<file path="src/rtl/button_array.sv">
// ---------------------------------------------------------------------------
// button_array
// N-channel pushbutton conditioner. Each channel synchronises a raw key,
// normalises its polarity, debounces it with a stability counter and emits
// single-cycle press / release pulses, with optional auto-repeat while held.
//
// Ports:
//   clk            system clock, all logic on the rising edge
//   reset          synchronous active-low reset (0 = reset)
//   btn_in         raw asynchronous key inputs, one bit per channel
//   rpt_en         per-channel auto-repeat enable
//   level          debounced pressed state (1 = pressed), registered
//   press_pulse    one-cycle pulse on press and on each auto-repeat, registered
//   release_pulse  one-cycle pulse on debounced release, registered
//   any_press      OR of press_pulse (combinational from registered pulses)
// ---------------------------------------------------------------------------
module button_array #(
    parameter int unsigned N_BTN           = 4,
    parameter int unsigned ACTIVE_LOW      = 1,
    parameter int unsigned SYNC_STAGES     = 2,
    parameter int unsigned DEBOUNCE_CYCLES = 4,
    parameter int unsigned REPEAT_DELAY    = 16,
    parameter int unsigned REPEAT_RATE     = 4
) (
    input  logic             clk,
    input  logic             reset,
    input  logic [N_BTN-1:0] btn_in,
    input  logic [N_BTN-1:0] rpt_en,
    output logic [N_BTN-1:0] level,
    output logic [N_BTN-1:0] press_pulse,
    output logic [N_BTN-1:0] release_pulse,
    output logic             any_press
);

    // Debounce counter only needs to reach DEBOUNCE_CYCLES-1.
    localparam int unsigned DW = (DEBOUNCE_CYCLES > 1) ? $clog2(DEBOUNCE_CYCLES) : 1;

    // Repeat counter must hold the larger of the two intervals itself.
    localparam int unsigned RPT_MAX = (REPEAT_DELAY > REPEAT_RATE) ? REPEAT_DELAY : REPEAT_RATE;
    localparam int unsigned RW      = $clog2(RPT_MAX + 1);

    // Raw-key value that means "not pressed"; synchronisers reset to it.
    localparam logic L_INACTIVE = (ACTIVE_LOW != 0) ? 1'b1 : 1'b0;

    typedef enum logic [1:0] {
        ST_IDLE   = 2'd0,
        ST_DELAY  = 2'd1,
        ST_REPEAT = 2'd2
    } rpt_state_t;

    // Elaboration-time guard against illegal parameter values.
    if (SYNC_STAGES < 2) begin : g_bad_sync
        $error("button_array: SYNC_STAGES must be >= 2");
    end
    if (DEBOUNCE_CYCLES == 0) begin : g_bad_deb
        $error("button_array: DEBOUNCE_CYCLES must be >= 1");
    end
    if (REPEAT_DELAY == 0 || REPEAT_RATE == 0) begin : g_bad_rpt
        $error("button_array: REPEAT_DELAY and REPEAT_RATE must be >= 1");
    end

    genvar g;
    for (g = 0; g < N_BTN; g++) begin : g_ch

        logic [SYNC_STAGES-1:0] r_sync;
        logic                   w_s;
        logic [DW-1:0]          r_dcnt;
        logic                   r_level;
        logic                   r_level_d;
        logic                   w_rise;
        logic                   w_fall;
        rpt_state_t             r_state;
        rpt_state_t             w_state_nxt;
        logic [RW-1:0]          r_rcnt;
        logic [RW-1:0]          w_rcnt_nxt;
        logic                   w_press_nxt;
        logic                   w_release_nxt;
        logic                   r_press;
        logic                   r_release;

        // Synchroniser chain; bit 0 samples the asynchronous key.
        always_ff @(posedge clk) begin
            if (!reset) begin
                r_sync <= {SYNC_STAGES{L_INACTIVE}};
            end else begin
                r_sync <= {r_sync[SYNC_STAGES-2:0], btn_in[g]};
            end
        end

        // Polarity-normalised synchronised sample, 1 = pressed.
        assign w_s = (ACTIVE_LOW != 0) ? ~r_sync[SYNC_STAGES-1] : r_sync[SYNC_STAGES-1];

        // Debounce: level follows w_s only after DEBOUNCE_CYCLES consecutive
        // disagreeing samples; any agreeing sample restarts the count.
        always_ff @(posedge clk) begin
            if (!reset) begin
                r_dcnt    <= '0;
                r_level   <= 1'b0;
                r_level_d <= 1'b0;
            end else begin
                r_level_d <= r_level;
                if (w_s == r_level) begin
                    r_dcnt <= '0;
                end else if (r_dcnt == DW'(DEBOUNCE_CYCLES - 1)) begin
                    r_level <= w_s;
                    r_dcnt  <= '0;
                end else begin
                    r_dcnt <= r_dcnt + DW'(1);
                end
            end
        end

        // Edges of the debounced level, seen one cycle after level moves.
        assign w_rise = r_level & ~r_level_d;
        assign w_fall = ~r_level & r_level_d;

        // Repeat FSM state and pulse registers.
        always_ff @(posedge clk) begin
            if (!reset) begin
                r_state   <= ST_IDLE;
                r_rcnt    <= '0;
                r_press   <= 1'b0;
                r_release <= 1'b0;
            end else begin
                r_state   <= w_state_nxt;
                r_rcnt    <= w_rcnt_nxt;
                r_press   <= w_press_nxt;
                r_release <= w_release_nxt;
            end
        end

        // Repeat FSM next state; a release always takes priority over a
        // repeat expiry on the same edge.
        always_comb begin
            w_state_nxt   = r_state;
            w_rcnt_nxt    = r_rcnt;
            w_press_nxt   = 1'b0;
            w_release_nxt = w_fall;
            case (r_state)
                ST_IDLE: begin
                    if (w_rise) begin
                        w_press_nxt = 1'b1;
                        if (rpt_en[g]) begin
                            w_state_nxt = ST_DELAY;
                            w_rcnt_nxt  = RW'(1);
                        end
                    end
                end
                ST_DELAY: begin
                    if (w_fall || !rpt_en[g]) begin
                        w_state_nxt = ST_IDLE;
                        w_rcnt_nxt  = '0;
                    end else if (r_rcnt == RW'(REPEAT_DELAY)) begin
                        w_press_nxt = 1'b1;
                        w_state_nxt = ST_REPEAT;
                        w_rcnt_nxt  = RW'(1);
                    end else begin
                        w_rcnt_nxt = r_rcnt + RW'(1);
                    end
                end
                ST_REPEAT: begin
                    if (w_fall || !rpt_en[g]) begin
                        w_state_nxt = ST_IDLE;
                        w_rcnt_nxt  = '0;
                    end else if (r_rcnt == RW'(REPEAT_RATE)) begin
                        w_press_nxt = 1'b1;
                        w_rcnt_nxt  = RW'(1);
                    end else begin
                        w_rcnt_nxt = r_rcnt + RW'(1);
                    end
                end
                default: begin
                    w_state_nxt = ST_IDLE;
                    w_rcnt_nxt  = '0;
                end
            endcase
        end

        assign level[g]         = r_level;
        assign press_pulse[g]   = r_press;
        assign release_pulse[g] = r_release;
    end

    assign any_press = |press_pulse;

endmodule

</file>
<file path="config.mk">
export PLATFORM = sky130hd
export DESIGN_NAME = button_array
export DESIGN_NICKNAME = d
export VERILOG_FILES = /design/src/rtl/button_array.sv
export SDC_FILE = /design/constraint.sdc
export NUM_CORES = 1
export LEC_CHECK = 0
export ABC_AREA = 1
export BUFFER_PORTS_ARGS = -buffer_cell sky130_fd_sc_hd__buf_2
export CAP_MARGIN = 40
export CORE_MARGIN = 3
export CORE_UTILIZATION = 50
export DETAILED_ROUTE_END_ITERATION = 16
export PLACE_DENSITY = 0.67
export RECOVER_POWER = 100
export SLEW_MARGIN = 5
export SYNTH_ARGS = -nofsm -noshare
export SYNTH_HDL_FRONTEND = slang
export SYNTH_SLANG_ARGS = --single-unit
</file>
<file path="constraint.sdc">
create_clock -name clk -period 2.4 [get_ports clk]
set_clock_uncertainty 0.15 [all_clocks]
set_input_delay 0.36 -clock clk [delete_from_list [all_inputs] [get_ports clk]]
set_output_delay 0.36 -clock clk [all_outputs]
set_load 0.01 [all_outputs]
</file>
Yosys cells after proc, flatten, opt, wreduce, memory -nomap -nowiden
Index checks and enable logic that the tools add are counted.
{"block": "word_totals", "register_bits": 60, "output_inout_bits": 13, "elab_cells": 210}
{"block": "op_classes", "n_addsub": 8, "eq_ne": 40, "muxes": 76, "n_bitwise": 25, "reduce_logical": 29}
{"op": "$mux W5", "n": 24}
{"op": "$pmux W5 S3", "n": 4}
{"op": "$mux W2", "n": 20}
{"op": "$ne A2 B2 Y1 const B", "n": 12}
{"op": "$pmux W2 S3", "n": 4}
{"op": "$add A5 B1 Y5 const B", "n": 4}
{"op": "$eq A5 B3 Y1 const B", "n": 4}
{"op": "$eq A5 B5 Y1 const B", "n": 4}
{"op": "$mux W1", "n": 20}
{"op": "$not A1 Y1", "n": 17}
{"op": "$eq A2 B2 Y1 const B", "n": 8}
{"op": "$reduce_and A2 Y1", "n": 8}
{"op": "$reduce_and A4 Y1", "n": 4}
{"op": "$ne A3 B3 Y1 const B", "n": 4}
{"op": "$pmux W1 S3", "n": 4}
{"op": "$reduce_or A3 Y1", "n": 4}
{"op": "$add A2 B1 Y2 const B", "n": 4}
{"op": "$and A1 B1 Y1", "n": 8}
{"op": "$eq A2 B1 Y1 const B", "n": 4}
{"op": "$logic_not A2 Y1", "n": 4}
{"op": "$eq A1 B1 Y1", "n": 4}
{"op": "$logic_not A1 Y1", "n": 4}
{"op": "$logic_or A1 B1 Y1", "n": 4}
{"op": "$reduce_or A4 Y1", "n": 1}

Depth between registers and ports, before layout
{"block": "depth", "ltp_word": 5, "depth_mapped": 10}

Worst setup path before layout
No wires, ideal clock.
{"block": "synth_path", "path_kind": "register -> output", "from": "register g_ch[1].r_press", "to": "output port any_press", "arrival_ns": 0.853, "required_ns": 1.890, "slack_ns": 1.037, "stages_incl_launch_ff": 2, "path_buffers": 0, "cell_sequence": "dfxtp_1 -> or4_1"}
{"block": "synth_between", "elab_chain_cells": 1}
{"item": "start, declared", "line": "78", "text": "logic r_press;"}
{"item": "start signal, assigned", "line": "127", "text": "r_press <= w_press_nxt;"}
{"item": "$reduce_or A4 Y1", "line": "184", "text": "assign any_press = |press_pulse;"}
{"item": "end, declared", "line": "32", "text": "output logic any_press"}
No other way between the ends.

==> results by stage <==
Logic synthesis:
- The largest total area in the synthesized netlist belongs to sky130_fd_sc_hd__dfxtp_1.
- By count the netlist is led by sky130_fd_sc_hd__nand2_1, sky130_fd_sc_hd__inv_1, sky130_fd_sc_hd__dfxtp_1.
- Yosys attributes the largest share of cell area to sky130_fd_sc_hd__dfxtp_1, sky130_fd_sc_hd__nand2_1, sky130_fd_sc_hd__inv_1.
- For this run, asynchronously set or reset flops after synthesis account for 0%.
- In the synthesized netlist the dominant register cell turns out to be sky130_fd_sc_hd__dfxtp_1.
- The top cell type by area accounts for 41.87% of the synthesized area.
- The average instance area after synthesis is 7.084 sq um.
- The most frequent cell after synthesis is sky130_fd_sc_hd__nand2_1.
- Of the synthesized area, sequential elements account for 41.87%.
- After synthesis the netlist holds a flip-flop and latch count of 60.
- The number of nets in the synthesized netlist is 427.
- The total standard cell area after synthesis is 2869 sq um.
- The netlist uses 28 different library cells.
- The Yosys step of the flow raised 0 warnings.
- In this run, synthesis inferred 0 flip-flops with an integrated enable.
- In the synthesized netlist, the number of instances is 405.

Power and ir drop:
- The combinational power share is 2.3%.
- Net switching is 19.91% of the power.
- Per report_power, the clock group accounts for 46.6% of the total.
- For this design the ratio of total power to cell area is 627.0 nW/um^2.
- The internal power of the cells totals 1.581 mW.
- The switching power is 393.1 uW.
- The analysis attributes to cell leakage a power of 1.427 nW.
- The sequential group share of total power is 51.1%.
- IR analysis of the VDD net gives a maximum drop of 0.3902 mV.

Critical path:
- The kind of start point of the critical path is an input pin.
- The register-to-register setup slack is 830 ps.
- The critical-path maximum fanout is 30.
- The startpoint identified for the worst register-to-register timing path is g_ch[2].r_level$_SDFFE_PN0P_.
- The number of cells on the worst reg-to-reg path is 8.
- The largest stage delay on the critical path is 960 ps.
- In this design, the critical path's most frequently occurring cell is sky130_fd_sc_hd__nor2_1.
- The category of the most critical setup path is input pin to flip-flop.
- The worst endpoint data arrival time is 1880 ps.
- The worst register-to-register path ends at g_ch[2].r_rcnt[4]$_SDFFE_PN0P_.
- The data required time at the worst endpoint is 2470 ps.
- The critical path endpoint category is a flip-flop.
- Traced cell by cell, the critical path runs through buf_2 -> clkinv_1 -> clkbuf_1 -> nor2_1 -> nand2_1 -> nor2_1.
- The highest-delay cell along the critical path is sky130_fd_sc_hd__clkbuf_1.

Cells and area:
- The post-route netlist has 8.685% of its cells at a drive strength greater than 1.
- The total number of nets in the final design is 444.
- 0 antenna diodes ended up in the layout.
- The count of cells in the finished layout, fillers not included, comes to 496.
- From synthesis to final layout, the design area changed by 9.769%.
- The utilization after layout is 59.03%.
- The fill cell instance count of the final layout is 521.

Die:
- The number of placed I/O pins is 23.
- The y dimension of the die is 81.75 microns.
- In this run the core area contains 26 standard-cell rows.
- The floorplan die area is 6683 sq um.
- Measured along the x axis, the die boundary spans 81.75 microns.
- After floorplanning, the core was sized to cover 5335 sq um.
- The starting density of the core is 53.78%.

Detailed routing:
- The first TritonRoute pass finished after 5 iterations.
- The antenna violation net count after detailed routing is 0.
- The violation count after the first detailed-route iteration is 118.
- The routed wire length per instance is 10.36 microns.
- For this run, design rule violations remaining after detail routing come to 0.
- After detailed routing, the total wire length is 5138 microns.
- In the routed layout, each cell is associated on average with a via count of 4.802.
- The total via count in the routed design is 2382.

Clock tree:
- After clock tree synthesis, the clock-pin slew on the worst setup and hold paths is 60 ps.
- In this run the deepest clock path goes through 2 buffers.
- For the worst-skew pair, the clock arrives at the later sink with an insertion delay of 330 ps.
- The clock tree from TritonCTS is done.
- Buffers added to address setup during post-CTS repair amount to 0.
- The count of hold buffers inserted by post-cts repair is 0.
- The cell at the root of the clock tree is sky130_fd_sc_hd__clkbuf_8.
- After clock tree synthesis, the repair step resized 0 gates.
- The number of levels in the clock H-tree is 3.
- CTS saw 60 sinks.
- The total CTS buffers is 9.

Global routing:
- The pin count of the biggest net entering global routing is 31.
- For met1 alone, demand over resource in global routing was 21.65%.
- The via count of the first global-routing pass came to 2068.
- The fraction of met3 tracks used by global routing is 4.057%.
- Global routing used 16.48% of the available tracks across all layers.
- The global routing met2 resource utilization is 25.12%.
- For this run the aggregate overflow at the end of global routing stands at 0.
- The first global-routing pass estimated 8528 microns of wire.
- The initial antenna violation count came to 0.
- After global routing, the most crowded layer is met2.

STA:
- The final cycle utilization of the critical path is 75.33%.
- The count of pins over their slew limit came to 0.
- The actual slew at the worst max-slew pin is 1289 ps.
- The worst relative slew slack is 14.07%.
- The worst path meets setup with 592.2 ps of slack.
- On the final layout, the worst hold slack is 61.40 ps.
- The highest attainable clock frequency is 553.1 MHz.
- Setup violations remaining at the end of the flow were counted as 0.
- The time the worst path needs with I/O delays and setup is 1808 ps.
- The count of endpoints failing hold in the final timing report came to 0.
- Adding up every negative setup slack in the final design gives 0 ps.
- Setup repair after global routing left no endpoint under its margin.

Hold path:
- The worst hold path belongs to the class input pin to flip-flop.
- The start point of the worst min-delay path is btn_in[2].
- The worst hold path stage count is 2.
- The worst hold path terminates at g_ch[2].r_sync[0]$_SDFF_PN1_.

Placed design:
- The placed wire-length estimate is 3659 microns.
- OpenSTA, run right after detailed placement, puts the worst setup slack at 875.4 ps.
- Input and output buffers added on the ports amount to 22.
- The number of placed cells counting well taps is 481.
- The weighted congestion at the end of routability-driven global placement is 0.8123.

Outcome:
- The flow ran to the end, and the final reports show no timing, DRC or antenna violations.

Flow run:
- The max-cap violation count is 0.
state kept, by name, summed over array words and instances, names as in the netlist:
register and flops:
g_ch.r_dcnt 8, g_ch.r_state 8, g_ch.r_release 4, g_ch.r_sync 8, g_ch.r_rcnt 20, g_ch.r_press 4, g_ch.r_level_d 4, g_ch.r_level 4
power by group through the flow:
stage	clock network, mW	registers, mW	logic, mW
after floorplan	0	1.03	0.0293
after global placement	0	1.03	0.0492
after detailed placement	0	1.03	0.0495
after CTS	0.942	1.01	0.0500
after global routing	0.987	1.01	0.0522
final	0.920	1.01	0.0462
metal layers:
layer,up-vias,part of all wire (%)
li1,1291,-
met1,1038,51
met2,43,43
met3,10,4.7
met4,0,1.8
met5,-,0
layout make-up:
class / count / area, sq um / area share [%]
sequential: 60 / 1201 / 38.14
inverter: 69 / 259.0 / 8.224
tap: 70 / 87.58 / 2.781
clock buffer: 14 / 172.7 / 5.483
multi-input combinational: 258 / 1294 / 41.08
timing repair buffer: 24 / 105.1 / 3.337
clock inverter: 1 / 30.03 / 0.9535
placed cells by master (no fill, tap or decap), drive strengths merged:
cell    instances
nor3           16
ha             12
inv            68
a211oi          4
o211ai          1
nand4           5
xor2            5
a21oi          20
or4             1
or2             9
nor2           52
o31ai           1
buf            10
clkbuf         28
o21bai          1
nand3          21
nand2          81
bufinv          1
o21ai          29
dfxtp          60
clkinv          1
per-stage QoR:
step	area (sq um)	total power [mW]
5_1_grt	3149	2.047
2_1_floorplan	2869	1.058
6_report	3149	1.974
4_1_cts	3182	1.999
3_3_place_gp	2979	1.079
3_5_place_dp	2979	1.080
worst max-delay path: cells and delay by family:
kind | cells | cell delay, ps
simple gates | 3 | 330
buf+inv | 3 | 1180
worst max-delay path by stage:
stage	start	endpoint	slack, ps	depth (start not counted)
final	reset	g_ch[0].r_rcnt[3]$_SDFFE_PN0P_	590	6
after global routing	reset	g_ch[0].r_rcnt[0]$_SDFFE_PN0P_	370	6
after CTS	g_ch[1].r_press$_SDFF_PN0_	any_press	590	2
after detailed placement	reset	g_ch[2].r_dcnt[1]$_SDFF_PP0_	880	6
after global placement	g_ch[3].r_level$_SDFFE_PN0P_	g_ch[3].r_rcnt[2]$_SDFFE_PN0P_	920	7
after floorplan	g_ch[1].r_press$_SDFF_PN0_	any_press	1040	1
cells by family after synthesis:
logic type | after synthesis | share of synthesized area [%]
AOI/OAI and AO/OA | 56 | 10.90
buffers and inverters | 87 | 13.04
DFF | 60 | 41.87
adders and majority gates | 12 | 5.233
xor gates and xnor gates | 5 | 1.526
and+or+nand+nor | 185 | 27.43
(Power assumes the default switching activity.)
